$ cat src/rtl/keypad_entry.sv
// PIN-entry front end for the siren alarm FSM: collects keypad digits, checks a
// 4-digit PIN and drives the siren's arm/disarm code, with timeout and lockout.
module keypad_entry #(
  parameter logic [15:0] PIN           = 16'h1234,
  parameter int unsigned HOLD_TICKS    = 4,
  parameter int unsigned TIMEOUT_TICKS = 32,
  parameter int unsigned MAX_FAILS     = 3,
  parameter int unsigned LOCKOUT_TICKS = 64
) (
  input  logic       clk,
  input  logic       reset,
  input  logic       ENA,
  input  logic       key_valid,
  input  logic [3:0] key_code,
  output logic [3:0] keypad,
  output logic       is_locked,
  output logic [2:0] digit_count,
  output logic       entry_error
);

  localparam int unsigned T_MAX0 = (HOLD_TICKS > TIMEOUT_TICKS) ? HOLD_TICKS : TIMEOUT_TICKS;
  localparam int unsigned T_MAX  = (T_MAX0 > LOCKOUT_TICKS) ? T_MAX0 : LOCKOUT_TICKS;
  localparam int unsigned TW     = $clog2(T_MAX + 1);
  localparam int unsigned FW     = $clog2(MAX_FAILS + 1);

  localparam logic [3:0] KEY_ARM    = 4'hA;
  localparam logic [3:0] KEY_DISARM = 4'hB;
  localparam logic [3:0] KEY_CLEAR  = 4'hC;
  localparam logic [3:0] CODE_ARM    = 4'b0011;
  localparam logic [3:0] CODE_DISARM = 4'b1100;

  typedef enum logic [1:0] {
    IDLE,
    COLLECT,
    HOLD,
    LOCKOUT
  } state_t;

  state_t        state;
  logic [15:0]   buffer;
  logic [FW-1:0] fail_cnt;
  // One down-counter serves all three timed phases; only one is ever active.
  logic [TW-1:0] timer;

  logic is_digit, is_cmd, pin_ok, fail_last, timer_last;

  always_comb begin
    is_digit   = (key_code <= 4'd9);
    is_cmd     = (key_code == KEY_ARM) || (key_code == KEY_DISARM);
    pin_ok     = (digit_count == 3'd4) && (buffer == PIN);
    fail_last  = (fail_cnt == FW'(MAX_FAILS - 1));
    timer_last = (timer <= TW'(1));
  end

  always_ff @(posedge clk) begin
    if (reset) begin
      state       <= IDLE;
      buffer      <= '0;
      fail_cnt    <= '0;
      timer       <= '0;
      keypad      <= '0;
      is_locked   <= 1'b0;
      digit_count <= '0;
      entry_error <= 1'b0;
    end else begin
      entry_error <= 1'b0;
      unique case (state)
        IDLE, COLLECT: begin
          if (key_valid) begin
            if (is_digit) begin
              if (digit_count != 3'd4) begin
                buffer      <= {buffer[11:0], key_code};
                digit_count <= digit_count + 3'd1;
              end
              state <= COLLECT;
              timer <= TW'(TIMEOUT_TICKS);
            end else if (key_code == KEY_CLEAR) begin
              buffer      <= '0;
              digit_count <= '0;
              state       <= IDLE;
            end else if (is_cmd) begin
              buffer      <= '0;
              digit_count <= '0;
              if (pin_ok) begin
                keypad   <= (key_code == KEY_ARM) ? CODE_ARM : CODE_DISARM;
                fail_cnt <= '0;
                state    <= HOLD;
                timer    <= TW'(HOLD_TICKS);
              end else begin
                entry_error <= 1'b1;
                if (fail_last) begin
                  fail_cnt  <= '0;
                  is_locked <= 1'b1;
                  state     <= LOCKOUT;
                  timer     <= TW'(LOCKOUT_TICKS);
                end else begin
                  fail_cnt <= fail_cnt + 1'b1;
                  state    <= IDLE;
                end
              end
            end else begin
              timer <= TW'(TIMEOUT_TICKS);
            end
          end else if (state == COLLECT && ENA) begin
            if (timer_last) begin
              buffer      <= '0;
              digit_count <= '0;
              state       <= IDLE;
            end else begin
              timer <= timer - 1'b1;
            end
          end
        end
        HOLD: begin
          if (ENA) begin
            if (timer_last) begin
              keypad <= '0;
              state  <= IDLE;
            end else begin
              timer <= timer - 1'b1;
            end
          end
        end
        LOCKOUT: begin
          if (ENA) begin
            if (timer_last) begin
              is_locked <= 1'b0;
              state     <= IDLE;
            end else begin
              timer <= timer - 1'b1;
            end
          end
        end
        default: state <= IDLE;
      endcase
    end
  end

endmodule
$ cat config.mk
export PLATFORM = sky130hd
export DESIGN_NAME = keypad_entry
export DESIGN_NICKNAME = d
export VERILOG_FILES = /design/src/rtl/keypad_entry.sv
export SDC_FILE = /design/constraint.sdc
export NUM_CORES = 1
export LEC_CHECK = 0
export ABC_AREA = 1
export BUFFER_PORTS_ARGS = -buffer_cell sky130_fd_sc_hd__buf_2
export CAP_MARGIN = 20
export CORE_ASPECT_RATIO = 0.7
export CORE_UTILIZATION = 55
export CTS_CLUSTER_DIAMETER = 200
export CTS_CLUSTER_SIZE = 8
export DETAILED_ROUTE_END_ITERATION = 12
export PLACE_DENSITY_LB_ADDON = 0.05
export SYNTH_ARGS = -nofsm -noshare
export SYNTH_HDL_FRONTEND = slang
export SYNTH_SLANG_ARGS = --single-unit
$ cat constraint.sdc
create_clock -name clk -period 2.2 [get_ports clk]
set_clock_uncertainty 0.05 [all_clocks]
set_input_delay 0.33 -clock clk [delete_from_list [all_inputs] [get_ports clk]]
set_output_delay 0.33 -clock clk [all_outputs]
set_load 0.01 [all_outputs]
# Word-level counts from Yosys, hierarchy flattened
# Index checks and enable logic that the tools add are counted.
# W data, S select, Z words.
dict set report totals {
  reg_bits 36
  wordCells 118
  out_inout_bits 9
}
dict set report op_classes {
  muxes 55
  n_eq_ne 28
  n_addsub 3
  order_cmp 2
  reduce_logical 17
  bitwise 5
}
# op n
set ops {}
lappend ops {{$mux W16} 7}
lappend ops {{$mux W7} 9}
lappend ops {{$mux W4} 8}
lappend ops {{$mux W2} 11}
lappend ops {{$ne A2 B2 Y1 const B} 11}
lappend ops {{$mux W3} 7}
lappend ops {{$eq A16 B13 Y1 const B} 1}
lappend ops {{$pmux W7 S2} 1}
lappend ops {{$eq A4 B4 Y1 const B} 3}
lappend ops {{$reduce_and A5 Y1} 2}
lappend ops {{$mux W1} 9}
lappend ops {{$reduce_and A9 Y1} 1}
lappend ops {{$pmux W4 S2} 1}
lappend ops {{$reduce_and A8 Y1} 1}
lappend ops {{$reduce_bool A2 Y1} 4}
lappend ops {{$le A7 B1 Y1 const B} 1}
lappend ops {{$sub A7 B1 Y7 const B} 1}
lappend ops {{$eq A2 B2 Y1 const B} 3}
lappend ops {{$ne A3 B3 Y1 const B} 2}
lappend ops {{$ne A6 B6 Y1 const B} 1}
lappend ops {{$reduce_or A6 Y1} 1}
lappend ops {{$ne A5 B5 Y1 const B} 1}
lappend ops {{$not A1 Y1} 5}
lappend ops {{$le A4 B4 Y1 const B} 1}
lappend ops {{other kinds (16)} 18}

# Logic depth before layout (Yosys ltp)
# Gate-level depths: netlist (run 1).
dict set report depth {
  depth_word 8
  depth_mapped 13
  mapped_depth_nobuf 13
}

# Worst setup path before layout (run 1)
# No wires, ideal clock.
dict set report synth_timing {
  path_type {register -> register}
  from {register digit_count[0]}
  to {register timer[6]}
  setup_ns 0.113
  slack_ns 0.508
  t_arrival_ns 1.529
  synth_period_minus_slack_ns 1.692
  stages_incl_launch_ff 13
  path_cell_list {dfxtp_1 > inv_1 > ha_1 > nand2_1 > inv_1 > nand3_1 > nor2_1 > nand2_1 > nand3_4 > nand2_2 > inv_1 > o21ai_1 > nor2_1}
}
dict set report synth_via {
  elab_chain_len 8
}
# item line_no
set synth_lines {}
lappend synth_lines {{from (decl)} 17} ;# output logic [2:0] digit_count,
lappend synth_lines {{from (signal assigned)} 73} ;# digit_count <= digit_count + 3'd1;
lappend synth_lines {{$eq A3 B3 Y1 (*)} 50} ;# pin_ok = (digit_count == 3'd4) && (buffer == PIN);
lappend synth_lines {{$logic_and A1 B1 Y1 (*)} 50}
lappend synth_lines {{$mux W7} 84} ;# if (pin_ok) begin
lappend synth_lines {{$mux W7} 81} ;# end else if (is_cmd) begin
lappend synth_lines {{$mux W7} 77} ;# end else if (key_code == KEY_CLEAR) begin
lappend synth_lines {{$mux W7} 70} ;# if (is_digit) begin
lappend synth_lines {{$mux W7} 69} ;# if (key_valid) begin
lappend synth_lines {{$pmux W7 S2} 67} ;# unique case (state)
lappend synth_lines {{to (signal assigned)} 76} ;# timer <= TW'(TIMEOUT_TICKS);
lappend synth_lines {{to (signal assigned)} 88} ;# timer <= TW'(HOLD_TICKS);
lappend synth_lines {{to (signal assigned)} 95} ;# timer <= TW'(LOCKOUT_TICKS);
lappend synth_lines {{to (decl)} 43} ;# logic [TW-1:0] timer;
# Mark *: on every way between the ends. The rest lies on a longest branch, timed or not. The select of a mux whose other input is x is not followed.
# A chain may end at the register's enable or synchronous reset.

# Worst setup path after layout (run 1)
# Ends and elaborated chain as after synthesis.

==> metrics, run 1 <==
count of hold-fix buffers inserted at cts 0; number of antenna violations at the first check in global routing 0; CTS root buffer clkbuf_8; biggest area contributors in the synthesized netlist dfxtp_1, nand2_1, inv_1, nor2_1, nand4_1; insertion delay of the later-clocked pin in the worst-skew pair 300 ps; routed wire length per instance about 13 um; crit-path max FO 9; cell at the slowest stage of the critical path dfxtp_1; cell with the most instances after synthesis nand2_1; Synth Warn # 0; number of gates given a new drive strength after cts 0; Post-Synthesis Mean Instance Area around 6.5 sq um; flop and latch count out of synthesis 34; share of the synthesized area in the top cell type about a third; Post-DP Area roughly 2200 sq um; worst endpoint data arrival time between 2000 and 2500 ps; total of max-cap violations 0; classification of the worst-slack hold path in2reg; initial core utilization 58.7%; largest vdd supply drop roughly 380 uV; ratio of final minimum period to clock period 91.5%; cell area power density approximately 760 nW/um^2; Clk pin slew, worst setup/hold paths 80 ps; Top Layer Used met4; gr usage total 26.6%; top cell types by occurrence after synthesis nand2_1, inv_1, nor2_1, dfxtp_1, nand4_1; die footprint 4100 sq um; vias per cell 5.18; min Tclk post-route between 2000 and 2500 ps; post-route total power between 1.5 and 2 mW; signed area change from the synthesized netlist to the final layout 8.75%; number of optimization iterations in the first detailed-route pass 4; wire length on met2 around 1900 um; area of the placeable core between 3000 and 4000 sq um; crit end category flip-flop; clock buffer depth 2; sum of net half-perimeters after detailed placement about 3600 um; die outline width around 76 um; biggest area consumer among synthesized cells dfxtp_1; final standard cell count with taps included and fillers excluded a little under 400; Worst-Margin Slew 925 ps; smallest hold slack between 300 and 400 ps; worst setup slack before clock tree synthesis approximately 250 ps; final std cell area, no fill between 2000 and 2500 sq um; wire length of the first global-routing pass 8140 um; post-CTS setup buffer count 0; predominant post-synthesis flop cell dfxtp_1; Slowest Stage Delay on Critical Path 430 ps; 1st-iter DRT viols between 100 and 150; clk sink count 34; highest clock rate between 400 and 500 MHz; CTS Buf Count 5; Placed Cells incl. Taps slightly below 400; routability cong. between 0.8 and 0.9; number of antenna cells inserted 0; Detail Route Antenna Nets 0; nature of the critical path startpoint flip-flop; final setup slack of the worst path 186 ps; Leakage 1.10 nW; count of port buffers added during placement 16; number of placed I/O pins 17; # H-tree levels 2; final setup violation count 0; sequential fraction of the synthesis area 32.2%; fraction of final layout cells with drive strength greater than 1 15.5%; Top cell by count, worst path inv_1; RSZ-0062 raised after global routing false; total routed wire length on the met1 layer 2610 um; nets in the synthesized netlist around 340; global route total overflow 0; post-synthesis instance area about 2100 sq um; synthesized instance count around 330; number of global-route vias before repair approximately 1700; DRC errors left 0; CP required around 2400 ps; number of placement rows 18; Die Y-Extent 53.9 um; clock tree from TritonCTS yes; final core utilization between 60% and 70%; Vias 2034; endpoints failing hold 0; summed negative setup slack over all endpoints 0 ps; maximum number of pins on one net before global-route repair 26; total wirelength of the detailed-routed design between 4000 and 5000 um; worst setup path category reg2reg; list of cells traversed by the critical path inv_1 > ha_1 > nand2_1 > inv_1 > nand3_1 > nor2_1 > nand2_1 > nand3_4 > nand2_2 > inv_1 > o21ai_1 > nor2_1; result of the run completed; share of async-settable or async-resettable flops after synthesis 0%; number of nets in the finished design roughly 350; count of pins over their slew limit 0; number of distinct library cells after synthesis 31; number of synthesized flops with an enable pin 0; remaining max-slew budget at the tightest pin 38.1%; wire length on met3 between 400 and 500 um
[worst paths after layout]
path | startpoint | endpoint | slack, ps | depth (start not counted)
min reg2reg | fail_cnt[1] | fail_cnt[1] | 430 | 2
max | digit_count[0] | timer[6] | 190 | 12
max reg2reg | digit_count[0] | timer[6] | 190 | 12
min | ENA | state[1] | 320 | 3
[layout by cell type (no fill, tap or decap), drive strengths merged]
cell type,Yosys,final
nand3,17,17
xor2,1,1
dfxtp,34,34
nor3,7,7
clkinvlp,0,1
xnor2,1,1
a211oi,1,1
o21bai,3,3
inv,46,46
nand4,24,24
or2,1,1
clkbuf,1,6
a32oi,1,1
a21oi,12,12
buf,11,22
ha,4,4
o21ai,7,7
nor2,48,48
nand2,104,104
nand3b,1,1
clkinv,1,2
[kinds of logic after synthesis]
kind of cell	after synthesis	synth area share (%)
adder cells (fa/ha/maj)	4	2.37
flip-flops	34	32.2
AND/OR/NAND/NOR	202	44.8
buffers and inverters	60	13.0
AO/OA/AOI/OAI	24	6.86
XOR/XNOR	2	0.828
[layout make-up]
type | count | area (sq um)
Sequential cell | 34 | 681
Multi-Input combinational cell | 232 | 1160
Inverter | 47 | 176
Clock buffer | 6 | 82.6
Timing Repair Buffer | 22 | 125
Tap cell | 50 | 62.6
Clock inverter | 2 | 12.5
Fill cell | 381 | 1300
[registers in the layout, summed over array words and instances, names as in the netlist]
register,count
buffer,16
digit_count,3
entry_error,1
fail_cnt,2
is_locked,1
keypad,2
state,2
timer,7
[worst max-delay path: cells and delay by family, from the launching register on]
kind	cells	cell delay, ps
compound gates	1	120
fa+ha+maj	1	200
buf+inv	3	190
flops	1	430
simple gates	7	900
[where the power goes]
group	switching [mW]	total, mW	internal (mW)
logic	0.330	0.513	0.182
clock network	0.252	0.504	0.252
registers	0.0480	0.726	0.678
[layer usage]
metal / GRT usage (%) / vias to the layer above
li1: - / 1059
met3: 8.14 / 6
met5: 0 / -
met1: 39.2 / 902
met4: 8.65 / 0
met2: 36.4 / 67
(Power assumes the default switching activity.)
==> run 2, diff against run 1 <==
--- a/config.mk
+++ b/config.mk
@@ -5,10 +5,10 @@
 export SDC_FILE = /design/constraint.sdc
 export NUM_CORES = 1
 export LEC_CHECK = 0
-export ABC_AREA = 1
 export BUFFER_PORTS_ARGS = -buffer_cell sky130_fd_sc_hd__buf_2
 export CAP_MARGIN = 20
 export CORE_ASPECT_RATIO = 0.7
+export CORE_MARGIN = 3
 export CORE_UTILIZATION = 55
 export CTS_CLUSTER_DIAMETER = 200
 export CTS_CLUSTER_SIZE = 8
==> run 2 against run 1 <==
Against the previous run:
- cell area shrank 9.4%
- synthesized cell count shrank 33%
- largest cell class unchanged
- sequential power shrank 9.8%
==> metrics, run 2 <==
share of the synthesized area in the top cell type around 37%; result of the run completed; signed area change from the synthesized netlist to the final layout 13.4%; biggest area consumer among synthesized cells dfxtp_1; part of the total power dissipated in combinational logic approximately 15%; internal power summed over all cells about 1.2 mW; share of async-settable or async-resettable flops after synthesis 0%; top register by number of flip-flops buffer; remaining max-slew budget at the tightest pin around 56%; cell depth of the worst hold path 3; number of placement rows 16; Die Y-Extent roughly 54 um; Synth Warn # 0; number of fillers in the final layout 246; routed wire length per instance between 15 and 20 um; min Tclk post-route around 2100 ps; number of synthesized flops with an enable pin 0; 1st-iter DRT viols around 290; R2R Path End timer[2]; insertion delay of the later-clocked pin in the worst-skew pair ~290 ps; beginning of the worst register-to-register path buffer[10]; largest vdd supply drop about 670 uV; CTS root buffer clkbuf_8; nature of the critical path startpoint flip-flop; final setup violation count 0; Post-Synthesis Mean Instance Area between 8 and 9 sq um; flop and latch count out of synthesis 34; count of port buffers added during placement 16; classification of the worst-slack hold path in2reg; fraction of final layout cells with drive strength greater than 1 19.4%; vias per cell approximately 6.4; commonest non-fill, non-tap cells in the layout dfxtp_1, nand2_1, a21oi_1, nand3_1, buf_2; cell with the most instances after synthesis dfxtp_1; switching pwr 0.409 mW; worst endpoint data arrival time roughly 2200 ps; Worst-Margin Slew 656 ps; top cell types by occurrence after synthesis dfxtp_1, nand2_1, a21oi_1, nand3_1, nor2_1; clock tree from TritonCTS yes; nets in the synthesized netlist 232; Placed Cells incl. Taps between 200 and 300; flip-flop count of the largest register after layout 16; Leakage around 0.76 nW; die outline width about 75 um; number of nets in the finished design approximately 250; ratio of final minimum period to clock period between 90% and 100%; crit end category flip-flop; maximum number of pins on one net before global-route repair 38; crit-path max FO 5; Register-to-Register Setup Slack 120 ps; number of distinct library cells after synthesis between 50 and 60; CTS Buf Count 5; endpoints failing hold 0; routability cong. about 0.91; worst reg2reg path depth 6; biggest area contributors in the synthesized netlist dfxtp_1, a21oi_1, nand2_1, nand3_1, o21ai_0; total wirelength of the detailed-routed design roughly 4500 um; post-route total power approximately 1.6 mW; CP required 2340 ps; portion of total power attributed to sequential cells about two fifths; sequential fraction of the synthesis area a little under two fifths; post-synthesis instance area ~1800 sq um; clock buffer depth 2; Sw Share between 20 and 30%; sum of net half-perimeters after detailed placement between 3000 and 4000 um; worst setup path category reg2reg; DRC errors left 0; summed negative setup slack over all endpoints 0 ps; count of pins over their slew limit 0; leading cell type in the layout, fill and taps excluded dfxtp_1; RSZ-0062 raised after global routing false; initial core utilization between 60% and 70%; hold-critical path endpoint buffer[3]; highest clock rate ~480 MHz; predominant post-synthesis flop cell dfxtp_1; number of antenna violations at the first check in global routing 0; synthesized instance count 220; total area of sequential cells between 600 and 700 sq um; multi-input logic area 1030 sq um; number of placed I/O pins 17; number of antenna cells inserted 0; largest registers buffer x16, timer x7, digit_count x3; # H-tree levels 2; number of global-route vias before repair about 1600; global route total overflow 0; Clk network pwr share between 40% and 50%; Vias between 1500 and 2000; total of max-cap violations 0; gr usage total between 20% and 30%; die footprint around 4100 sq um; final standard cell count with taps included and fillers excluded 278; clk sink count 34; wire length of the first global-routing pass around 7300 um; area of the placeable core between 2000 and 3000 sq um; Detail Route Antenna Nets 0; Hold Crit Start key_code[3]; Clk pin slew, worst setup/hold paths 70 ps; number of optimization iterations in the first detailed-route pass 5; cell area power density 775 nW/um^2
==> run 2: repair_timing <==
action	4_1_cts	5_1_grt
cloned	0	0
resized for setup	1	3
buffers inserted	0	2
endpoints found under the setup margin	1	5
pin swaps	0	4
hold buffers	0	0
==> run 2: critical path, stage by stage (launching register included) <==
cell and delay, ps:
dfxtp_1 330, nor4b_1 480, nand3_1 330, o211ai_1 250, buf_4 160, a21oi_1 60
a311oi_1 310
==> run 2: cells by family (layout without fill, tap and decap cells) <==
family / Yosys count / count (layout) / share of synthesized area [%]
AO/OA/AOI/OAI: 64 / 64 / 22.4
XOR/XNOR: 1 / 1 / 0.476
adder cells (fa/ha/maj): 4 / 4 / 2.72
buffers and inverters: 19 / 41 / 7.69
flip-flops: 34 / 34 / 37.0
multiplexers: 3 / 3 / 1.77
AND/OR/NAND/NOR: 95 / 95 / 28.0
==> run 2: final cells by class <==
class                   count  area share (%)
flip-flops and latches     34            32.7
well taps                  36            2.16
multi-input cells         167            49.4
clock inverters             2            2.88
clock buffers               6            3.96
repair buffers             27            7.80
inverters                   6            1.08
==> run 2: power by group through the flow <==
stage	Clock (mW)	Sequential (mW)	Combinational (mW)
final	0.720	0.655	0.242
after global routing	0.758	0.658	0.261
after CTS	0.727	0.653	0.228
after detailed placement	0	0.667	0.226
after global placement	0	0.666	0.224
after floorplan	0	0.663	0.184
==> run 2: through the flow <==
step / setup WS [ps] / cell area (sq um) / utilization, % / hold WS, ps
after floorplan: 162 / 1840 / - / 377
after global placement: 10.7 / 1910 / 64.1 / 392
after detailed placement: 8.77 / 1910 / 64.1 / 400
after CTS: 20.5 / 2060 / 69.1 / 288
after global routing: 23.8 / 2090 / 69.9 / 316
final: 119 / 2090 / 69.9 / 294
==> run 2: per-layer routing <==
metal  up-vias  share of wire, %  global-route usage [%]
met5         -                 0                       0
met4         0              0.42                    6.80
met3         4               8.9                    7.16
met2        91                42                    33.8
met1       826                49                    35.1
li1        852                 -                       -
==> run 2: worst max-delay path by stage <==
stage                     slack, ps            from   endpoint
after floorplan                 160  digit_count[0]  keypad[2]
after global placement           10  digit_count[0]   timer[2]
after detailed placement          9  digit_count[0]   timer[2]
after CTS                        20  digit_count[0]   timer[2]
after global routing             20  digit_count[0]   timer[2]
final                           120      buffer[10]   timer[2]
==> run 3, diff against run 2 <==
==> constraint.sdc (replaced) <==
create_clock -name clk -period 2.3 [get_ports clk]
set_clock_uncertainty 0.05 [all_clocks]
set_input_delay 0.345 -clock clk [delete_from_list [all_inputs] [get_ports clk]]
set_output_delay 0.345 -clock clk [all_outputs]
set_load 0.01 [all_outputs]
==> run 3 against run 2 <==
Against the previous run:
- global-route usage decreased by 0.35 points
- critical endpoint is now keypad[1]
- largest power group is now sequential cells
- combinational power decreased by 7%
- via count decreased by 2.3%
- register-to-register slack got worse by 20 ps
- core utilization decreased by 2.6 points
- largest cell class unchanged
- hold slack improved by 19 ps
- fmax decreased by 5.3%
==> metrics, run 3 (same netlist as run 2, synthesis figures left out) <==
Post-DP Area between 1500 and 2000 sq um; number of placement rows 16; total wirelength of the detailed-routed design around 4400 um; sum of net half-perimeters after detailed placement between 3000 and 4000 um; smallest hold slack between 300 and 400 ps; global route total overflow 0; count of pins over their slew limit 0; # H-tree levels 2; R2R Path End keypad[1]; number of optimization iterations in the first detailed-route pass 5; Register-to-Register Setup Slack ~100 ps; insertion delay of the later-clocked pin in the worst-skew pair approximately 290 ps; highest clock rate 455 MHz; count of hold-fix buffers inserted at cts 0; ratio of final minimum period to clock period 95.6%; total of max-cap violations 0; signed area change from the synthesized netlist to the final layout 9.12%; wire length of the first global-routing pass between 7000 and 8000 um; Sw Share between 20 and 30%; number of fillers in the final layout roughly 250; DRC errors left 0; hold-critical path endpoint buffer[0]; cell depth of the worst hold path 3; number of nets in the finished design around 250; worst reg2reg path depth 8; part of the total power dissipated in combinational logic 16.1%; nature of the critical path startpoint flip-flop; number of antenna cells inserted 0; die footprint 4090 sq um; clock tree from TritonCTS yes; commonest non-fill, non-tap cells in the layout dfxtp_1, nand2_1, a21oi_1, nand3_1, buf_2; number of placed I/O pins 17; summed negative setup slack over all endpoints 0 ps; area of the placeable core 2980 sq um; final std cell area, no fill 2010 sq um; top register by number of flip-flops buffer; portion of total power attributed to sequential cells between 40 and 50%; RSZ-0062 raised after global routing false; result of the run completed; routability cong. between 0.9 and 1; Worst-Margin Slew 679 ps; 1st-iter DRT viols between 200 and 250; switching pwr around 0.39 mW; Vias around 1700; crit end category flip-flop; CTS root buffer clkbuf_8; CP required 2400 ps; die outline width 75.1 um; endpoints failing hold 0; count of port buffers added during placement 16; largest vdd supply drop 450 uV; final setup violation count 0; crit-path max FO 5; internal power summed over all cells 1.01 mW; number of antenna violations at the first check in global routing 0; maximum number of pins on one net before global-route repair 38; Die Y-Extent roughly 54 um; fraction of final layout cells with drive strength greater than 1 17.2%; CTS Buf Count 5; Hold Crit Start key_code[0]; clock buffer depth 2; beginning of the worst register-to-register path digit_count[0]; min Tclk post-route between 2000 and 2500 ps; gr usage total approximately a quarter; initial core utilization between 60 and 70%; vias per cell ~6.3; Clk network pwr share between 30% and 40%; clk sink count 34; flip-flop count of the largest register after layout 16; cell area power density 695 nW/um^2; worst endpoint data arrival time between 2000 and 2500 ps; Clk pin slew, worst setup/hold paths roughly 80 ps; post-route total power around 1.4 mW; remaining max-slew budget at the tightest pin between 50% and 60%; Leakage 0.711 nW; routed wire length per instance approximately 16 um; classification of the worst-slack hold path in2reg; leading cell type in the layout, fill and taps excluded dfxtp_1; largest registers buffer x16, timer x7, digit_count x3; number of global-route vias before repair around 1500; Detail Route Antenna Nets 0; worst setup path category reg2reg
==> run 3: area by class of cell <==
type	instances	area [sq um]	share of cell area [%]
Sequential cell	34	681	33.9
Clock inverter	3	40.0	2.00
Inverter	6	22.5	1.12
Clock buffer	5	68.8	3.43
Tap cell	36	45.0	2.24
Timing Repair Buffer	23	133	6.61
Multi-Input combinational cell	167	1020	50.7
==> run 3: per-stage QoR <==
stage	cells	utilization (%)	worst slack (ps)
after floorplan	220	-	262
after global placement	265	63.4	143
after detailed placement	265	63.4	105
after CTS	273	67.0	71.2
after global routing	274	67.3	0.877
final	274	67.3	102
==> run 3: critical path, stage by stage, from the launching register on <==
cell and delay, ps:
dfxtp_1 350, inv_1 80, ha_1 200, nand2_1 100
or4_4 520, nor3_1 330, buf_4 190, mux2i_1 200
nor2_1 60
==> run 3: power by group through the flow <==
stage | clock [mW] | combinational (mW) | sequential [mW]
after floorplan | 0 | 0.176 | 0.634
after CTS | 0.551 | 0.218 | 0.625
after global placement | 0 | 0.213 | 0.637
after detailed placement | 0 | 0.216 | 0.639
after global routing | 0.577 | 0.243 | 0.628
final | 0.544 | 0.225 | 0.627
==> run 3: worst max-delay path by stage <==
stage / start / end / slack [ps]
3_5_place_dp: digit_count[0] / is_locked / 100
5_1_grt: digit_count[0] / timer[2] / 0.9
3_3_place_gp: digit_count[0] / timer[2] / 140
4_1_cts: digit_count[0] / is_locked / 70
2_1_floorplan: digit_count[0] / keypad[2] / 260
6_report: digit_count[0] / keypad[1] / 100
==> run 3: routing by layer <==
layer  vias to the layer above  global-route usage (%)  wire [um]
met5                         -                       0          0
met4                         0                    9.17         65
met3                        10                    5.32        332
met2                        89                    32.8       1820
met1                       796                    35.1       2180
li1                        838                       -          -
==> run 3: what timing repair did <==
action	CTS	global route
buffers inserted	0	1
gates resized for setup	0	1
endpoints found under the setup margin	0	6
hold endpoints to repair	0	0
